[config.mk]
export PLATFORM = sky130hd
export DESIGN_NAME = mem_arbiter
export DESIGN_NICKNAME = d
export VERILOG_FILES = /design/src/rtl/mem_arbiter_pkg.sv /design/src/rtl/mem_arbiter_rr_pick2.sv /design/src/rtl/mem_arbiter.sv
export SDC_FILE = /design/constraint.sdc
export NUM_CORES = 1
export LEC_CHECK = 0
export ABC_CLOCK_PERIOD_IN_PS = 3800
export BUFFER_PORTS_ARGS = -buffer_cell sky130_fd_sc_hd__buf_2
export CAP_MARGIN = 20
export CELL_PAD_IN_SITES_DETAIL_PLACEMENT = 1
export CELL_PAD_IN_SITES_GLOBAL_PLACEMENT = 1
export CORE_MARGIN = 2
export CORE_UTILIZATION = 30
export CTS_CLUSTER_DIAMETER = 150
export DETAILED_ROUTE_END_ITERATION = 8
export PLACE_DENSITY_LB_ADDON = 0.1
export RECOVER_POWER = 25
export SYNTH_ARGS = -nofsm -noshare
export SYNTH_HDL_FRONTEND = slang
export SYNTH_SLANG_ARGS = --single-unit
[constraint.sdc]
create_clock -name clk -period 3.8 [get_ports clk]
set_input_delay 0 -clock clk [delete_from_list [all_inputs] [get_ports clk]]
set_output_delay 0 -clock clk [all_outputs]
set_load 0.02 [all_outputs]
[src/rtl/mem_arbiter_pkg.sv]
// Shared types and constants for the two-port memory arbiter.
// State encoding, port indices and legal memory-latency range.
package mem_arbiter_pkg;

  typedef enum logic [1:0] {
    StIdle  = 2'd0,
    StIssue = 2'd1,
    StWait  = 2'd2,
    StResp  = 2'd3
  } state_e;

  localparam logic PORT_CPU = 1'b0;
  localparam logic PORT_LDR = 1'b1;

  localparam int unsigned MEM_LAT_MIN = 1;
  localparam int unsigned MEM_LAT_MAX = 8;
  // Wide enough to hold MEM_LAT_MAX-1.
  localparam int unsigned CNT_W = 3;

  function automatic logic [1:0] port_onehot(input logic port);
    return (port == PORT_LDR) ? 2'b10 : 2'b01;
  endfunction

endpackage

[src/rtl/mem_arbiter_rr_pick2.sv]
// Combinational two-way round-robin select: on a tie the port that was not
// served last wins.
module rr_pick2
  import mem_arbiter_pkg::*;
(
  input  logic [1:0] req,
  input  logic       last,
  output logic       valid,
  output logic       idx
);

  always_comb begin
    valid = |req;
    if (req == 2'b11) begin
      idx = ~last;
    end else begin
      idx = req[PORT_LDR];
    end
  end

endmodule

[src/rtl/mem_arbiter.sv]
// Shares one single-port memory between the CPU (port 0) and the loader (port 1).
// One latched transaction at a time: IDLE -> ISSUE -> WAIT x MEM_LAT -> RESP.
module mem_arbiter
  import mem_arbiter_pkg::*;
#(
  parameter int unsigned AW      = 12,
  parameter int unsigned DW      = 16,
  parameter int unsigned MEM_LAT = 1
) (
  input  logic          clk,
  input  logic          reset,
  input  logic [1:0]    req,
  input  logic [1:0]    we,
  input  logic [AW-1:0] addr0,
  input  logic [AW-1:0] addr1,
  input  logic [DW-1:0] wdata0,
  input  logic [DW-1:0] wdata1,
  output logic [1:0]    gnt,
  output logic [1:0]    ack,
  output logic [DW-1:0] rdata,
  output logic          mem_en,
  output logic          mem_we,
  output logic [AW-1:0] mem_addr,
  output logic [DW-1:0] mem_wdata,
  input  logic [DW-1:0] mem_rdata,
  output logic          busy
);

  if (MEM_LAT < MEM_LAT_MIN || MEM_LAT > MEM_LAT_MAX) begin : g_lat_check
    $error("mem_arbiter: MEM_LAT must be within 1..8");
  end

  localparam logic [CNT_W-1:0] CntLoad = CNT_W'(MEM_LAT - 1);

  state_e            state_q, state_d;
  logic              port_q, we_q, last_q;
  logic [AW-1:0]     addr_q;
  logic [DW-1:0]     wdata_q, rdata_q;
  logic [CNT_W-1:0]  cnt_q;
  logic              pick_valid, pick_idx;

  rr_pick2 u_pick (
    .req   (req),
    .last  (last_q),
    .valid (pick_valid),
    .idx   (pick_idx)
  );

  always_ff @(posedge clk or posedge reset) begin
    if (reset) begin
      state_q <= StIdle;
    end else begin
      state_q <= state_d;
    end
  end

  always_comb begin
    state_d = state_q;
    unique case (state_q)
      StIdle:  if (pick_valid) state_d = StIssue;
      StIssue: state_d = StWait;
      StWait:  if (cnt_q == '0) state_d = StResp;
      StResp:  state_d = StIdle;
      default: state_d = StIdle;
    endcase
  end

  // Command latch, round-robin history, latency counter and read-data register.
  always_ff @(posedge clk or posedge reset) begin
    if (reset) begin
      port_q  <= PORT_CPU;
      we_q    <= 1'b0;
      addr_q  <= '0;
      wdata_q <= '0;
      last_q  <= PORT_LDR;
      cnt_q   <= '0;
      rdata_q <= '0;
    end else begin
      if (state_q == StIdle && pick_valid) begin
        port_q  <= pick_idx;
        we_q    <= we[pick_idx];
        addr_q  <= pick_idx ? addr1 : addr0;
        wdata_q <= pick_idx ? wdata1 : wdata0;
        last_q  <= pick_idx;
      end
      if (state_q == StIssue) begin
        cnt_q <= CntLoad;
      end else if (state_q == StWait && cnt_q != '0) begin
        cnt_q <= cnt_q - CNT_W'(1);
      end
      if (state_q == StWait && cnt_q == '0 && !we_q) begin
        rdata_q <= mem_rdata;
      end
    end
  end

  always_comb begin
    busy      = (state_q != StIdle);
    gnt       = busy ? port_onehot(port_q) : 2'b00;
    ack       = (state_q == StResp) ? port_onehot(port_q) : 2'b00;
    mem_en    = (state_q == StIssue);
    mem_we    = mem_en & we_q;
    mem_addr  = addr_q;
    mem_wdata = wdata_q;
    rdata     = rdata_q;
  end

endmodule
# Word-level counts from Yosys, hierarchy flattened
# Cells that the tools add are included.
# word_totals
regBits	52
latchBits	0
mem_bits_rw	0
mem_bits_ro	0
inputBits	78
output_inout_bits	51
elab_cells	43
memories	0
# op_classes
add_sub_neg	1
multipliers	0
div_mod_pow	0
n_lt_le_gt_ge	1
eq_ne	6
n_shift	0
n_mux	13
bitwise	2
reduce_logical	12
# op_table
cell	n
16-bit two-way mux	1
12-bit two-way mux	1
2-bit two-way mux	5
2-bit one-hot mux with 4 select lines	1
2-bit equality test (second input constant)	3
3-bit two-way mux	2
1-bit logical AND	4
2-bit nonzero test	2
3-bit zero test	1
1-bit two-way mux	3
3-bit nonzero test	1
3-bit by 1-bit subtractor with 3-bit output (second input constant)	1
2-bit by 1-bit equality test with 1-bit output (second input constant)	1
2-bit zero test	1
1-bit by 2-bit less-than comparator with 1-bit output (second input constant)	1
2-bit by 1-bit inequality test with 1-bit output (second input constant)	1
2-bit inequality test (second input constant)	1
2-bit AND reduction	1
2-bit OR reduction	1
1-bit AND	1
1-bit zero test	1
1-bit NOT	1

# Depth between registers and ports, before layout
# logic_depth
depth_word	4
ltp_mapped	7
ltp_nobuf	5

# Cells and area by module
# From an unflattened synthesis, not the netlist that was laid out.
# unflattened
cells_unflattened	210
area_unflattened_um2	2396.0
# modules_own_cells
module	instances	cells_each	area_per_inst_um2	seq_area_each_um2
mem_arbiter	1	208	2382.3	1302.5
rr_pick2	1	2	13.8	0.0

# Worst setup path after synthesis
# Ideal clock, no wire load.
# synth_path
kind	register -> register
from	register state_q[0]
to	register rdata_q[0] (netlist: rdata[0])
setup_time_ps	125
arrival_ps	1565
required_ps	3675
setup_slack_ps	2109
stages_incl_launch_ff	7
path_buffers	2
synth_period_minus_slack_ps	1691
cell_sequence	dfrtp_1 -> inv_1 -> ha_1 -> buf_4 -> nor3b_4 -> buf_12 -> mux2_4
# synth_between
elab_chain_len	3
# synth_rtl
item	line	source
from (decl)	mem_arbiter.sv:35	state_e state_q, state_d;
from (signal assigned)	mem_arbiter.sv:51	state_q <= StIdle;
from (signal assigned)	mem_arbiter.sv:53	state_q <= state_d;
2-bit equality test	mem_arbiter.sv:91	if (state_q == StWait && cnt_q == '0 && !we_q) begin
1-bit logical AND (2 in a row)	mem_arbiter.sv:91	
to (signal assigned)	mem_arbiter.sv:92	rdata_q <= mem_rdata;
to (decl)	mem_arbiter.sv:38	logic [DW-1:0] wdata_q, rdata_q;
# Every way passes these cells.
# A chain may end at the register's enable or synchronous reset.

# Worst setup path after layout
# layout_path
from	register state_q[0]
to	register wdata_q[13] (netlist: mem_wdata[13])
# layout_between
elab_chain_len	2
# layout_rtl
item	line	source
2-bit zero test	mem_arbiter.sv:79	if (state_q == StIdle && pick_valid) begin
1-bit logical AND	mem_arbiter.sv:79	
to (signal assigned)	mem_arbiter.sv:83	wdata_q <= pick_idx ? wdata1 : wdata0;
to (decl)	mem_arbiter.sv:38	
# Every way passes these cells.

==> out/results.txt <==
Die Span Y - 93.6 um
IO buf count - 128
Share of the synthesized area in the top cell type - 53.0%
Grt met3 use - 4.67%
HP Class - in -> reg
Top cells by area, synth - dfrtp_1 53%, nand2_1 9.0%, a31oi_1 7.8%
Critical-path cell list - inv_1, ha_1, o21a_2, buf_12, nor2_1, a31oi_1, dlygate4sd3_1
Crit end category - flip-flop
Reg2reg setup slack - 1.50 ns
WHS - 0.209 ns
Largest stage delay on the critical path - 0.57 ns
Routed len/inst - 13.8 um
Post-route ant nets - 0
Global Route Usage Sum - 17.7%
Max stage delay cell, worst path - dlygate4sd3_1
Seq cells post-synth - 52
Worst Hold Launch - req[1]
Layout Area Growth over Synthesis - 63.5%
Worst reg2reg path depth - 7
Dpl hpwl - 4590 um
Largest net degree at the start of global routing - 60
RD Place Congestion - 0.675
Worst Setup SP - state_q[0]$_DFFE_PP0P_
Sequential Area - 0.00130 mm^2
Initial antenna violation count - 0
Max Fclk - 435 MHz
Max cap viols - 0
Met1 Use GR - 22.8%
GR peak layer - met2
Synthesized area - 0.00241 mm^2
TritonCTS buffer count - 5
CP delay by family, top - buffers and inverters
Initial DRC Count - 49
Worst Hold Depth - 3
Power Total - 0.00297 W
RR Endpoint - mem_wdata[13]$_DFFE_PP0P_
Final Slew Violations - 0
Reg clk slew, reported paths - 0.09 ns
Worst VDD drop - 0.000272 V
Status - completed
Starting Density - 31.0%
Leakage Power - 1.81 nW
WP data required - 4.04 ns
Slew headroom - 35.1%
Min Tclk post-route - 2.30 ns
Unrepaired setup endpoints after global routing - false
Number of global-route vias before repair - 2588
Setup bufs post-CTS - 0
Chip Width - 93.6 um
Share of cells above drive strength 1 - 28.5%
Core area - 0.00777 mm^2
CTS resizes - 0
Crit Path Max Fanout - 53
Critical path arrival - 2.54 ns
Final wirelength - 7470 um
Hold Path End - port_q$_DFFE_PP0P_
Ports - 129
Sink Count - 52
Diode count - 0
M2 GR Usage - 29.8%
# DRC - 0
Final setup viols - 0
Nets - 522
Max Buffers Root-to-Sink - 2
Via count - 2423
Worst-margin pin slew - 0.973 ns
Synth area leader - dfrtp_1
Syn_area_per_cell - 10.1 um^2
Clock skew after layout - 0.00504 ns
Core Rows - 32
Buf+Inv Stages, Crit Path - 3
Total Die Area - 0.00876 mm^2
CP Launch Type - flip-flop
Multi-input combinational cell area - 998 um^2
Vias per inst - 4.48
Synthesized instance count - 238
Ys Warns - 0
CTS tree - done
Total grt overflow - 0
Htree depth - 2
Final period util - 60.5%
Worst r2r src - state_q[0]$_DFFE_PP0P_
Setup TNS - 0 ns
Filler instances - 945
Cell variety after synth - 30
Root Buffer - clkbuf_8
Syn nets - 322
Pwr/cell area - 755 mW/mm^2
Worst skew pair latency - 0.30 ns
Crit Path Class - reg -> reg
Register area share after synthesis - 54.1%
First-pass GRT wire length - 12300 um
Final hold vios - 0
1st-pass router iterations - 3
[kinds of logic (layout without fill, tap and decap cells)]
kind of cell	Yosys count	after routing	synth area share, %
AO/OA/AOI/OAI	42	42	11.4
adder cells (fa/ha/maj)	6	6	3.12
buffers and inverters	22	223	4.63
flip-flops	52	52	54.1
multiplexers	17	17	9.51
AND/OR/NAND/NOR	99	99	17.2
[power by group]
part           leakage, nW  switching [W]  internal (W)
sequential           0.601       0.000158      0.000826
combinational         1.16       0.000893      0.000789
clock               0.0422       0.000176      0.000130
[cell usage after synthesis]
| master | n |
|---|---|
| and2_1 | 2 |
| nand3_1 | 1 |
| a21oi_1 | 3 |
| dfstp_2 | 1 |
| o21a_1 | 1 |
| a31oi_1 | 30 |
| nand2_1 | 58 |
| o22ai_1 | 1 |
| a21boi_0 | 1 |
| buf_12 | 1 |
| inv_1 | 7 |
| nor2b_1 | 1 |
| a311oi_1 | 1 |
| clkbuf_1 | 7 |
| buf_1 | 1 |
| a21boi_1 | 1 |
| nand2b_4 | 1 |
| dfrtp_1 | 51 |
| mux2_2 | 7 |
| a22oi_1 | 1 |
| buf_4 | 2 |
| nor3b_4 | 1 |
| and4bb_2 | 1 |
| mux2_4 | 10 |
| a21o_2 | 1 |
| buf_2 | 4 |
| a21bo_2 | 1 |
| o22a_1 | 1 |
| nor2_1 | 34 |
| ha_1 | 6 |
[layer usage]
layer  vias to the layer above  part of all wire, %
met2                        90                   48
met1                      1129                   44
met4                         0                 0.94
li1                       1198                    -
met3                         6                  7.3
met5                         -                    0
[sequential cells by signal, indices dropped and copies added (netlist names)]
| register | count |
|---|---|
| cnt_q | 3 |
| rdata | 16 |
| last_q | 1 |
| state_q | 2 |
| mem_wdata | 16 |
| we_q | 1 |
| port_q | 1 |
| mem_addr | 12 |
[worst min-delay path: cells and delay by family]
family                 cells  cell delay, ns
AOI/OAI and AO/OA          2            0.34
buffers and inverters      1            0.12
[stage by stage]
| stage | util [%] | setup slack, ns | instances | cell area, um^2 |
|---|---|---|---|---|
| after floorplan | - | 2.11 | 238 | 2410 |
| after detailed placement | 40.0 | 1.53 | 455 | 3110 |
| after CTS | 51.0 | 1.11 | 540 | 3960 |
| final | 50.7 | 1.50 | 541 | 3940 |
| after global placement | 40.0 | 1.60 | 455 | 3110 |
| after global routing | 50.7 | 1.34 | 541 | 3940 |
[area by class of cell]
type / count / area share [%]
Inverter: 7 / 0.668
Clock inverter: 1 / 0.127
Sequential cell: 52 / 33.1
Clock buffer: 7 / 1.94
Tap cell: 102 / 3.24
Timing Repair Buffer: 208 / 35.5
Multi-Input combinational cell: 164 / 25.4
[worst max-delay path by stage]
| stage | to | slack (ns) | cells past startpoint |
|---|---|---|---|
| finish | mem_wdata[13]$_DFFE_PP0P_ | 1.50 | 7 |
| global route | mem_wdata[1]$_DFFE_PP0P_ | 1.34 | 7 |
| CTS | mem_wdata[3]$_DFFE_PP0P_ | 1.11 | 5 |
| detailed placement | rdata[10]$_DFFE_PP0P_ | 1.53 | 4 |
| global placement | rdata[13]$_DFFE_PP0P_ | 1.60 | 4 |
| floorplan | rdata[0]$_DFFE_PP0P_ | 2.11 | 6 |
[cells in the final DEF, fill, tap and decap left out, drive strengths merged, types with 2 or more instances in the layout]
master / Yosys / layout
ha: 6 / 6
a21oi: 3 / 3
nor2: 34 / 34
and2: 2 / 2
nand2: 58 / 58
dlygate4sd3: 0 / 77
clkbuf: 7 / 45
a21boi: 2 / 2
buf: 8 / 93
inv: 7 / 7
mux2: 17 / 17
dfrtp: 51 / 51
a31oi: 30 / 30
[timing repair]
item | in CTS | in global routing
setup endpoints to repair | 0 | 0
hold buffers | 77 | 0
endpoints found under the hold margin | 97 | 0
(Power assumes the default switching activity.)
